<file path="src/rtl/instr_fetch_pkg.sv">
// Shared definitions for the instruction fetch unit: data widths, opcode
// constants, the fetch FSM state encoding and the default reset PC.
package instr_fetch_pkg;

    localparam int unsigned XLEN  = 32;
    localparam int unsigned OPW   = 6;
    localparam int unsigned JTW   = 26;

    localparam logic [XLEN-1:0] RESET_PC_DEFAULT = 32'h0000_0000;

    // Primary opcode field values, instr[31:26]
    localparam logic [OPW-1:0] OP_RTYPE = 6'b000000;
    localparam logic [OPW-1:0] OP_LW    = 6'b100011;
    localparam logic [OPW-1:0] OP_SW    = 6'b101011;
    localparam logic [OPW-1:0] OP_BEQ   = 6'b000100;
    localparam logic [OPW-1:0] OP_J     = 6'b000010;

    typedef enum logic [1:0] {
        IDLE = 2'd0,
        REQ  = 2'd1,
        HOLD = 2'd2
    } fetch_state_e;

endpackage

</file>
<file path="src/rtl/instr_fetch_pc_next.sv">
// Combinational next-PC selection for the presented instruction.
// Ports:
//   pc            - address of the presented instruction
//   branch, zero  - control Branch and ALU zero flag
//   branch_offset - sign-extended word offset
//   jump          - control Jump (wins over branch)
//   jump_target   - instr[25:0]
//   next_pc_c     - selected next fetch address (combinational)
module instr_fetch_pc_next
    import instr_fetch_pkg::*;
(
    input  logic [XLEN-1:0] pc,
    input  logic            branch,
    input  logic            zero,
    input  logic [XLEN-1:0] branch_offset,
    input  logic            jump,
    input  logic [JTW-1:0]  jump_target,
    output logic [XLEN-1:0] next_pc_c
);

    logic [XLEN-1:0] pc_plus4;

    // All sums are XLEN bits wide so the address wraps modulo 2^32.
    always_comb begin
        pc_plus4  = pc + XLEN'(4);
        next_pc_c = pc_plus4;
        if (jump) begin
            next_pc_c = {pc_plus4[31:28], jump_target, 2'b00};
        end else if (branch && zero) begin
            next_pc_c = pc_plus4 + {branch_offset[XLEN-3:0], 2'b00};
        end
    end

endmodule

</file>
<file path="src/rtl/instr_fetch.sv">
// Instruction fetch unit: requests one word at the PC, holds it for decode
// until consumed, then advances the PC (sequential, branch or jump).
// Ports:
//   clk, rst_n                      - clock, async active-low reset
//   imem_req/imem_addr              - memory read request and byte address
//   imem_ack/imem_rdata             - memory response
//   instr/opcode/pc/instr_valid     - instruction presented to decode
//   instr_ready                     - decode consumes the instruction
//   branch/zero/branch_offset/jump/jump_target - next-PC controls
module instr_fetch
    import instr_fetch_pkg::*;
#(
    parameter logic [31:0] RESET_PC = RESET_PC_DEFAULT
) (
    input  logic            clk,
    input  logic            rst_n,
    output logic            imem_req,
    output logic [XLEN-1:0] imem_addr,
    input  logic            imem_ack,
    input  logic [XLEN-1:0] imem_rdata,
    output logic [XLEN-1:0] instr,
    output logic [OPW-1:0]  opcode,
    output logic [XLEN-1:0] pc,
    output logic            instr_valid,
    input  logic            instr_ready,
    input  logic            branch,
    input  logic            zero,
    input  logic [XLEN-1:0] branch_offset,
    input  logic            jump,
    input  logic [JTW-1:0]  jump_target
);

    localparam logic [XLEN-1:0] RESET_PC_ALIGNED = {RESET_PC[XLEN-1:2], 2'b00};

    fetch_state_e    state;
    logic [XLEN-1:0] pc_q;
    logic [XLEN-1:0] next_pc_c;

    instr_fetch_pc_next u_pc_next (
        .pc            (pc_q),
        .branch        (branch),
        .zero          (zero),
        .branch_offset (branch_offset),
        .jump          (jump),
        .jump_target   (jump_target),
        .next_pc_c     (next_pc_c)
    );

    // Fetch FSM; the PC register doubles as the request address while in REQ.
    always_ff @(posedge clk or negedge rst_n) begin
        if (!rst_n) begin
            state       <= IDLE;
            pc_q        <= RESET_PC_ALIGNED;
            instr       <= '0;
            imem_req    <= 1'b0;
            instr_valid <= 1'b0;
        end else begin
            case (state)
                IDLE: begin
                    state    <= REQ;
                    imem_req <= 1'b1;
                end
                REQ: begin
                    if (imem_ack) begin
                        instr       <= imem_rdata;
                        instr_valid <= 1'b1;
                        imem_req    <= 1'b0;
                        state       <= HOLD;
                    end
                end
                HOLD: begin
                    // Control inputs only matter on the transfer cycle.
                    if (instr_ready) begin
                        pc_q        <= next_pc_c;
                        instr_valid <= 1'b0;
                        imem_req    <= 1'b1;
                        state       <= REQ;
                    end
                end
                default: begin
                    state       <= IDLE;
                    imem_req    <= 1'b0;
                    instr_valid <= 1'b0;
                end
            endcase
        end
    end

    assign imem_addr = pc_q;
    assign pc        = pc_q;
    assign opcode    = instr[31:26];

endmodule
</file>
<file path="config.mk">
export PLATFORM = sky130hd
export DESIGN_NAME = instr_fetch
export DESIGN_NICKNAME = d
export VERILOG_FILES = /design/src/rtl/instr_fetch_pkg.sv /design/src/rtl/instr_fetch_pc_next.sv /design/src/rtl/instr_fetch.sv
export SDC_FILE = /design/constraint.sdc
export NUM_CORES = 1
export LEC_CHECK = 0
export BUFFER_PORTS_ARGS = -buffer_cell sky130_fd_sc_hd__clkbuf_2
export CAP_MARGIN = 10
export CORE_ASPECT_RATIO = 0.9
export CORE_MARGIN = 2
export CORE_UTILIZATION = 30
export CTS_CLUSTER_DIAMETER = 150
export DETAILED_ROUTE_END_ITERATION = 7
export PLACE_DENSITY = 0.61
export SETUP_SLACK_MARGIN = 0.5
export SYNTH_ARGS = -nofsm -noshare
export SYNTH_HDL_FRONTEND = slang
export SYNTH_HIERARCHICAL = 1
export SYNTH_SLANG_ARGS = --single-unit
</file>
<file path="constraint.sdc">
create_clock -name clk -period 9.5 [get_ports clk]
set_input_delay 0.475 -clock clk [delete_from_list [all_inputs] [get_ports clk]]
set_output_delay 0.475 -clock clk [all_outputs]
set_load 0.05 [all_outputs]
</file>
==> flow_summary.yaml, run 1 <==
global_route:
  grt_overflow_total: 0
  grt_usage: 0.152
  grt_max_degree: 68
  grt_pass1_vias: 4718
  grt_pass1_wl_um: 25700
  antenna_found_initial: 1
synth:
  synth_area_leaders: "dfrtp_1, mux2_4, ha_1, buf_4, a21oi_1"
  synthesis.area_um2: 6000
  synthFlopType: "dfrtp_1"
  synth-async-reset-ratio: 1.00
  yosysWarnings: 6
  seq_area_frac_synth: 0.279
  synth_nets: 754
  post-synth-top-area-fraction: 0.279
  synth_seq_cells: 67
  yosysTopAreaCell: "dfrtp_1"
  synth.distinct_cells: 64
  synthCells: 619
  avgSynthCellArea_um2: 9.69
  synth_edf_count: 0
placement:
  dp_hpwl_um: 12900
  placedCellCount: 1013
  dp_slack_ns: 5.24
  finalWeightedCongestion: 0.853
  port-buffer-count: 198
sta:
  worst_slew_pin_slew_ns: 0.905
  period_needed_ns: 4.31
  hold_violations: 0
  finalSetupTns_ns: 0
  rsz0062_at_grt: "no"
  clock.fmax_mhz: 232
  setup_violations: 0
  finalMaxSlewViolations: 0
  fin_crit_sh: 0.454
  finClkSkew_ns: 0.00529
  setup_ws_ns: 5.19
  slew_headroom: 0.395
clock_network:
  clk_latency_ns: 0.33
  root_buffer: "clkbuf_16"
  cts_buffer_depth: 2
  htree_levels: 3
  cts_tree: "done"
  postCtsResizedCells: 0
  ctsHoldBuffers: 0
  clock-sinks: 67
  postCtsSetupRepairBufs: 0
  clk_pin_slew_ns: 0.06
  cts_buffers: 9
detailed_routing:
  via_per_inst: 4.84
  drt-wirelength-per-cell_um: 15.8
  dr.pass1.iters: 6
  vias: 4981
  wl_um: 16300
  drc_errors: 0
  drt_iter0_drc: 314
  ant_nets: 0
floorplanning:
  pin_count: 201
  dieArea_um2: 21100
  coreArea_um2: 19800
  start_util: 0.303
  die_h_um: 138
  num_rows: 49
  die_w_um: 153
finish:
  area_delta_synth_final_pct: 19.9
  final_cell_mix: "clkbuf_2, dfrtp_1, mux2_4, a21oi_1, nor2_1"
  fin_nets: 904
  layout_commonest_cell: "clkbuf_2"
  drive_gt1_frac: 0.395
  final_cell_count_no_fill: 1030
worst_setup_path:
  r2r_cells: 14
  worstSetupStartpointType: "register"
  reg2reg_to: "imem_addr[23]"
  crit_path_max_fanout: 8
  arrival_ns: 4.52
  ff2ff_setup_slack_ns: 5.19
  cp.required_ns: 9.71
  crit_end: "imem_addr[23]"
  cp-end-kind: "register"
  r2r-start: "imem_addr[4]"
  path_class: "reg2reg"
  crit_start: "imem_addr[4]"
job:
  cap_violations: 0
outcome:
  outcome: "finished clean"
hold_path:
  min_path_type: "in2async"
## flip-flops by register name (all words and copies together) (netlist names)
register and flops:
imem_addr 32, instr 32, instr_valid 1, state 2
## Yosys cell counts (15+ instances only)
master / count
a21o_1: 19
ha_1: 37
mux2_4: 59
xnor2_1: 25
nand2_1: 37
dfrtp_1: 67
mux2_2: 15
buf_4: 39
inv_1: 16
clkbuf_1: 16
nand3_1: 16
a21oi_1: 51
xor2_1: 20
o21ai_0: 28
nor2_1: 45
## critical path, cell delays in order (launching register included)
cell and delay [ns]:
dfrtp_1 0.49, and4_1 0.39, and2_1 0.29, nand3_1 0.12
xnor2_1 0.27, ha_1 0.35, nand3_1 0.11, nand2_1 0.08
a2111oi_2 0.45, a211oi_2 0.16, a211oi_1 0.51, xor2_1 0.28
o21ai_0 0.13, mux2_2 0.29, mux2_4 0.26
## area by class of cell
cell class,count,area (µm²)
flip-flops and latches,67,1680
fillers,2040,12600
clock buffers,11,243
clock inverters,5,52.6
repair buffers,201,1010
multi-input cells,474,3830
well taps,255,319
inverters,16,60.1
diodes,1,2.50
## kinds of logic (layout without fill, tap and decap cells)
logic type               count (synthesis)  after routing  synth area share
AND/OR/NAND/NOR                        172            172             0.156
other                                    0              1                 0
adder cells (fa/ha/maj)                 38             38            0.0805
multiplexers                            82             82             0.189
AO/OA/AOI/OAI                          136            136             0.144
XOR/XNOR                                46             46            0.0684
flip-flops                              67             67             0.279
buffers and inverters                   78            233            0.0828
## layer usage
layer  up-vias  GRT usage  wire, µm
met4         0     0.0424       238
met3        16     0.0241       772
met2       146      0.239      7340
met5         -          0         0
li1       2498          -         -
met1      2321      0.215      7920
## worst min-delay path by stage
| stage | startpoint | end | slack, ns | depth (start not counted) |
|---|---|---|---|---|
| after detailed placement | instr[22] | instr[22] | 0.49 | 1 |
| after CTS | imem_rdata[1] | instr[1] | 0.36 | 2 |
| after floorplan | rst_n | imem_addr[0] | 0.18 | 0 |
| final | rst_n | instr[3] | 0.34 | 2 |
| after global routing | imem_rdata[0] | instr[0] | 0.36 | 2 |
| after global placement | instr[8] | instr[8] | 0.49 | 1 |
## per-stage QoR
stage / utilization / cell area (µm²) / hold WS (ns)
floorplan: - / 6000 / 0.179
global placement: 0.348 / 6900 / 0.490
detailed placement: 0.348 / 6900 / 0.491
CTS: 0.363 / 7190 / 0.356
global route: 0.363 / 7190 / 0.358
finish: 0.363 / 7190 / 0.337
Power of run 1 is left out: the tool's default activity adds up to more than one toggle a clock period on the data nets, which glitch-free logic cannot reach.
==> run 2, diff against run 1 <==
ABC_AREA = 1   (was unset)
PLACE_DENSITY = 0.62   (was 0.61)
clock period = 3.84 ns   (was 9.5 ns; I/O delays follow)
==> run 2 against run 1 <==
Final cell count grew 52%; maximum frequency increased by 35%; worst setup slack got worse by 4.5 ns; critical path depth grew 4; first-iteration DRC count grew 61%; core utilization grew 0.79 points; global-route usage increased by 3.6 points; flip-flop and latch count did not move; worst hold slack got worse by 0.31 ns; non-clock buffer count increased by 9; wire length rose by 41%; critical endpoint is now imem_addr[26]; largest cell class unchanged; highest routed layer unchanged.
==> flow_summary.yaml, run 2 <==
clock_network:
  cts_tree: "done"
  cts_buffer_depth: 2
  htree_levels: 3
  cts_buffers: 9
  clk_latency_ns: 0.33
  ctsHoldBuffers: 0
  clk_pin_slew_ns: 0.06
  clock-sinks: 67
  root_buffer: "clkbuf_16"
detailed_routing:
  dr.pass1.iters: 5
  wl_met1_um: 11000
  routed-wl-met3_um: 1360
  ant_nets: 0
  dr_wl_met2_um: 10100
  drt-wirelength-per-cell_um: 14.7
  wl_um: 22900
  top_layer: "met4"
  drt_iter0_drc: 504
  vias: 7346
  via_per_inst: 4.70
  drc_errors: 0
floorplanning:
  start_util: 0.305
  num_rows: 52
  die_w_um: 163
  pin_count: 201
  dieArea_um2: 24100
  coreArea_um2: 22400
  die_h_um: 147
synth:
  yosysWarnings: 6
  yosysTopAreaCell: "dfrtp_1"
  synth_seq_cells: 67
  synthCells: 1103
  synth_commonest_cells: "nand2_1, inv_1, nand3_1, nor2_1, dfrtp_1"
  synth.distinct_cells: 44
  synthFlopType: "dfrtp_1"
  seq_area_frac_synth: 0.245
  synth-async-reset-ratio: 1.00
  post-synth-top-area-fraction: 0.245
  synth_nets: 1238
  synth_most_common_cell: "nand2_1"
  synth_edf_count: 0
  avgSynthCellArea_um2: 6.21
  synth_area_leaders: "dfrtp_1, nand2_1, inv_1, nand3_1, ha_1"
  synthesis.area_um2: 6850
sta:
  slew_headroom: 0.336
  setup_violations: 0
  setup_ws_ns: 0.654
  finalMaxSlewViolations: 0
  period_needed_ns: 3.19
  finalSetupTns_ns: 0
  worst_slew_pin_slew_ns: 0.996
  rsz0062_at_grt: "yes"
  hold_violations: 0
  fin_crit_sh: 0.830
  clock.fmax_mhz: 314
  finClkSkew_ns: 0.00881
power:
  p_leak_nw: 4.70
  peakVddDrop_v: 0.000624
  finalPower_w: 0.00734
  power.density_nw_per_um2: 882
finish:
  final_cell_count_no_fill: 1564
  antenna_cells: 0
  fin_nets: 1397
  layout_commonest_cell: "nand2_1"
  fin_util: 0.371
  drive_gt1_frac: 0.282
  area_delta_synth_final_pct: 21.6
  final_cell_mix: "nand2_1, clkbuf_2, inv_1, nand3_1, nor2_1"
worst_setup_path:
  path_delay_family: "simple AND/OR/NAND/NOR gates"
  r2r_cells: 18
  path_cells: "ha_1 -> inv_1 -> nor2_1 -> nand3_2 -> nor2_4 -> xor2_2 -> inv_1 -> ha_2 -> nand2_2 -> nor2_2 -> nand2_1 -> nor2_1 -> nand2_1 -> nand4_1 -> nand3_1 -> a21oi_1 -> inv_1 -> o21ai_2"
  crit_path_max_fanout: 5
  path_class: "reg2reg"
  cp_num_buf_inv: 3
  max_stage_delay_ns: 0.41
  arrival_ns: 3.42
  reg2reg_to: "imem_addr[26]"
  ff2ff_setup_slack_ns: 0.65
  crit_slowest_cell: "dfrtp_2"
  cp.required_ns: 4.07
  r2r-start: "imem_addr[2]"
  worst_path_most_repeated_cell: "inv_1"
  cp-end-kind: "register"
  worstSetupStartpointType: "register"
global_route:
  grt_max_degree: 65
  grt_overflow_total: 0
  grt_pass1_vias: 6701
  grt_usage: 0.187
  antenna_found_initial: 0
  grt_pass1_wl_um: 35100
placement:
  dp_slack_ns: 0.422
  dp_hpwl_um: 18100
  placedCellCount: 1540
  finalWeightedCongestion: 0.939
  port-buffer-count: 198
outcome:
  outcome: "finished clean"
job:
  cap_violations: 0
hold_path:
  min_path_type: "in2async"
run 2: cell types whose count changed in the layout (fill, tap and decap cells not counted), moves of 21 or more:
cell and delta:
o21ai_2 +34, dfrtp_1 -21, inv_1 +145, nand2_1 +355, nor2_1 +28, nand3_1 +76, dfrtp_2 +21, mux2_4 -59
run 2: cell families after synthesis:
family,synth area share
compound gates,0.106
xor+xnor,0.0243
flops,0.245
buf+inv,0.162
simple gates,0.392
fa+ha+maj,0.0705
run 2: power by group:
group | internal, W | leakage, nW | switching [W] | total (W)
registers | 0.00104 | 0.815 | 0.000405 | 0.00145
logic | 0.00134 | 3.76 | 0.00380 | 0.00514
clock network | 0.000437 | 0.128 | 0.000326 | 0.000764
run 2: how the worst max path moves through the flow:
stage,from,cells after the start,endpoint
final,imem_addr[2],18,imem_addr[26]
after global routing,imem_addr[2],18,imem_addr[27]
after CTS,imem_addr[3],16,imem_addr[29]
after detailed placement,imem_addr[2],17,imem_addr[21]
after global placement,imem_addr[2],17,imem_addr[21]
after floorplan,imem_addr[2],18,imem_addr[27]
run 2: repair_timing:
item | 4_1_cts | 5_1_grt
endpoints found under the hold margin | 0 | 0
setup endpoints to repair | 7 | 20
pin swaps | 1 | 6
buffers inserted | 0 | 8
resized for setup | 3 | 65
run 2: area by class of cell:
class | count | area (µm²)
flip-flops and latches | 67 | 1700
repair buffers | 210 | 1080
inverters | 173 | 651
clock inverters | 6 | 42.5
well taps | 297 | 372
fillers | 2510 | 14100
clock buffers | 10 | 229
multi-input cells | 801 | 4250
run 2: per-layer routing:
metal	track usage	vias to the layer above
li1	-	3719
met1	0.273	3355
met2	0.292	247
met3	0.0246	25
met4	0.0460	0
met5	0	-
run 2: worst reg2reg max path: cells and delay by family (launching register included):
kind            cells  cell delay (ns)
simple gates       10             1.42
fa+ha+maj           2             0.53
flops               1             0.41
buf+inv             3             0.21
xor+xnor            1             0.22
compound gates      2             0.29
run 2: through the flow:
stage / instance area (µm²) / hold slack [ns]
5_1_grt: 8330 / 0.0823
3_5_place_dp: 7780 / 0.420
4_1_cts: 8070 / 0.0708
6_report: 8330 / 0.0301
2_1_floorplan: 6850 / -0.104
3_3_place_gp: 7780 / 0.418
(Power assumes the default switching activity.)
==> run 3, diff against run 2 <==
clock period = 2.6 ns   (was 3.84 ns; I/O delays follow)
==> run 3 against run 2 <==
The run now ends with negative setup slack left; maximum frequency up 9.3%; design area up 36%; worst setup slack worse by 0.97 ns; largest cell class unchanged.
==> flow_summary.yaml, run 3 (synthesis gave the netlist of run 2 again) <==
detailed_routing:
  ant_nets: 0
  drt-wirelength-per-cell_um: 14.9
  vias: 8152
  via_per_inst: 4.72
  dr.pass1.iters: 7
  drc_errors: 0
  wl_um: 25700
  drt_iter0_drc: 526
worst_setup_path:
  arrival_ns: 3.15
  crit_slowest_cell: "dfrtp_4"
  cp_num_buf_inv: 3
  path_class: "reg2reg"
  cp.required_ns: 2.84
  path_delay_family: "simple AND/OR/NAND/NOR gates"
  cp-end-kind: "register"
  path_cells: "nand2_4 -> nor2_4 -> nand2_1 -> nor2_2 -> buf_4 -> nand2_1 -> xor2_2 -> ha_4 -> buf_4 -> nand2_4 -> nor2_1 -> nor2_1 -> nand2_1 -> a21oi_1 -> a21oi_1 -> o21ai_1 -> inv_1 -> o21ai_2"
  worstSetupStartpointType: "register"
  worst_path_most_repeated_cell: "nand2_1"
  max_stage_delay_ns: 0.47
  crit_path_max_fanout: 4
hold_path:
  min_path_type: "in2reg"
placement:
  dp_slack_ns: -0.395
  dp_hpwl_um: 19700
  dpl_cell_area_um2: 9290
  port-buffer-count: 198
  finalWeightedCongestion: 0.949
global_route:
  grt_max_degree: 65
  grt_pass1_vias: 7614
  antenna_found_initial: 0
  use_met2: 0.342
  grt_util_met3: 0.0285
  grt_usage: 0.208
  use_met1: 0.287
  grt_overflow_total: 0
  busiest_layer: "met2"
  grt_pass1_wl_um: 39200
sta:
  worst_slew_pin_slew_ns: 0.902
  setup_ws_ns: -0.315
  fin_crit_sh: 1.12
  period_needed_ns: 2.92
  clock.fmax_mhz: 343
  hold_violations: 0
  rsz0062_at_grt: "yes"
  finalMaxSlewViolations: 0
  slew_headroom: 0.399
  setup_violations: 23
  whs_ns: 0.0165
  finClkSkew_ns: 0.0127
outcome:
  outcome: "complete, but fails checks"
  violations: "negative setup slack"
finish:
  layout_commonest_cell: "nand2_1"
  area_delta_synth_final_pct: 65.4
  fin_nets: 1561
  final_cell_mix: "nand2_1, clkbuf_2, buf_4, inv_1, nand3_1"
  final_area_um2: 11300
  fin_util: 0.505
  antenna_cells: 0
  drive_gt1_frac: 0.557
floorplanning:
  num_rows: 52
  dieArea_um2: 24100
  start_util: 0.305
  coreArea_um2: 22400
  die_h_um: 147
  pin_count: 201
  die_w_um: 163
job:
  cap_violations: 0
power:
  p_leak_nw: 5.89
  peakVddDrop_v: 0.000975
  power.density_nw_per_um2: 1280
clock_network:
  cts_tree: "done"
  clk_latency_ns: 0.34
  clk_pin_slew_ns: 0.06
  clock-sinks: 67
  cts_buffer_depth: 2
  cts_buffers: 9
  root_buffer: "clkbuf_16"
  htree_levels: 3
[run 3: path summary, 6_finish.rpt]
path,from,to,slack (ns),cells after the start
min in group asynchronous,rst_n,instr[4],0.45,2
hold reg to reg,instr[3],instr[3],0.48,2
setup reg to reg,imem_addr[3],imem_addr[29],-0.32,18
hold / removal,imem_rdata[6],instr[6],0.02,3
setup / recovery,imem_addr[3],imem_addr[29],-0.32,18
max in group asynchronous,rst_n,imem_addr[20],1.32,3
[run 3: cell type report]
cell class / count / area (µm²)
Clock buffer: 9 / 225
Clock inverter: 7 / 51.3
Fill cell: 2195 / 11100
Inverter: 173 / 671
Multi-Input combinational cell: 801 / 5880
Sequential cell: 67 / 1720
Tap cell: 297 / 372
Timing Repair Buffer: 374 / 2410
[run 3: power breakdown]
part	switching, W	internal, W
logic	0.00724	0.00407
registers	0.000447	0.00156
clock network	0.000506	0.000650
total	0.00819	0.00628
[run 3: repair_timing]
| item | CTS | global route |
|---|---|---|
| cloned | 0 | 0 |
| pin swaps | 107 | 74 |
| setup buffers | 25 | 15 |
| gates resized for setup | 221 | 115 |
| hold endpoints to repair | 33 | 0 |
| endpoints found under the setup margin | 27 | 28 |
| hold buffers | 1 | 0 |
[run 3: tightest hold or removal path, delay by kind of cell]
family / cells / cell delay [ns]
buffers and inverters: 1 / 0.07
AND/OR/NAND/NOR: 2 / 0.12
[run 3: metrics by stage]
stage               setup TNS, ns  std cells  total power (W)
global placement            -5.71       1671           0.0110
global route                -8.29       1728           0.0154
CTS                         -3.00       1713           0.0137
floorplan                 -0.0280       1103          0.00855
detailed placement          -6.34       1671           0.0111
finish                      -4.40       1728           0.0145
[run 3: metal layers]
layer	up-vias	wire length, µm
met4	0	480
li1	4043	-
met2	296	12200
met1	3783	11300
met3	30	1680
met5	-	0
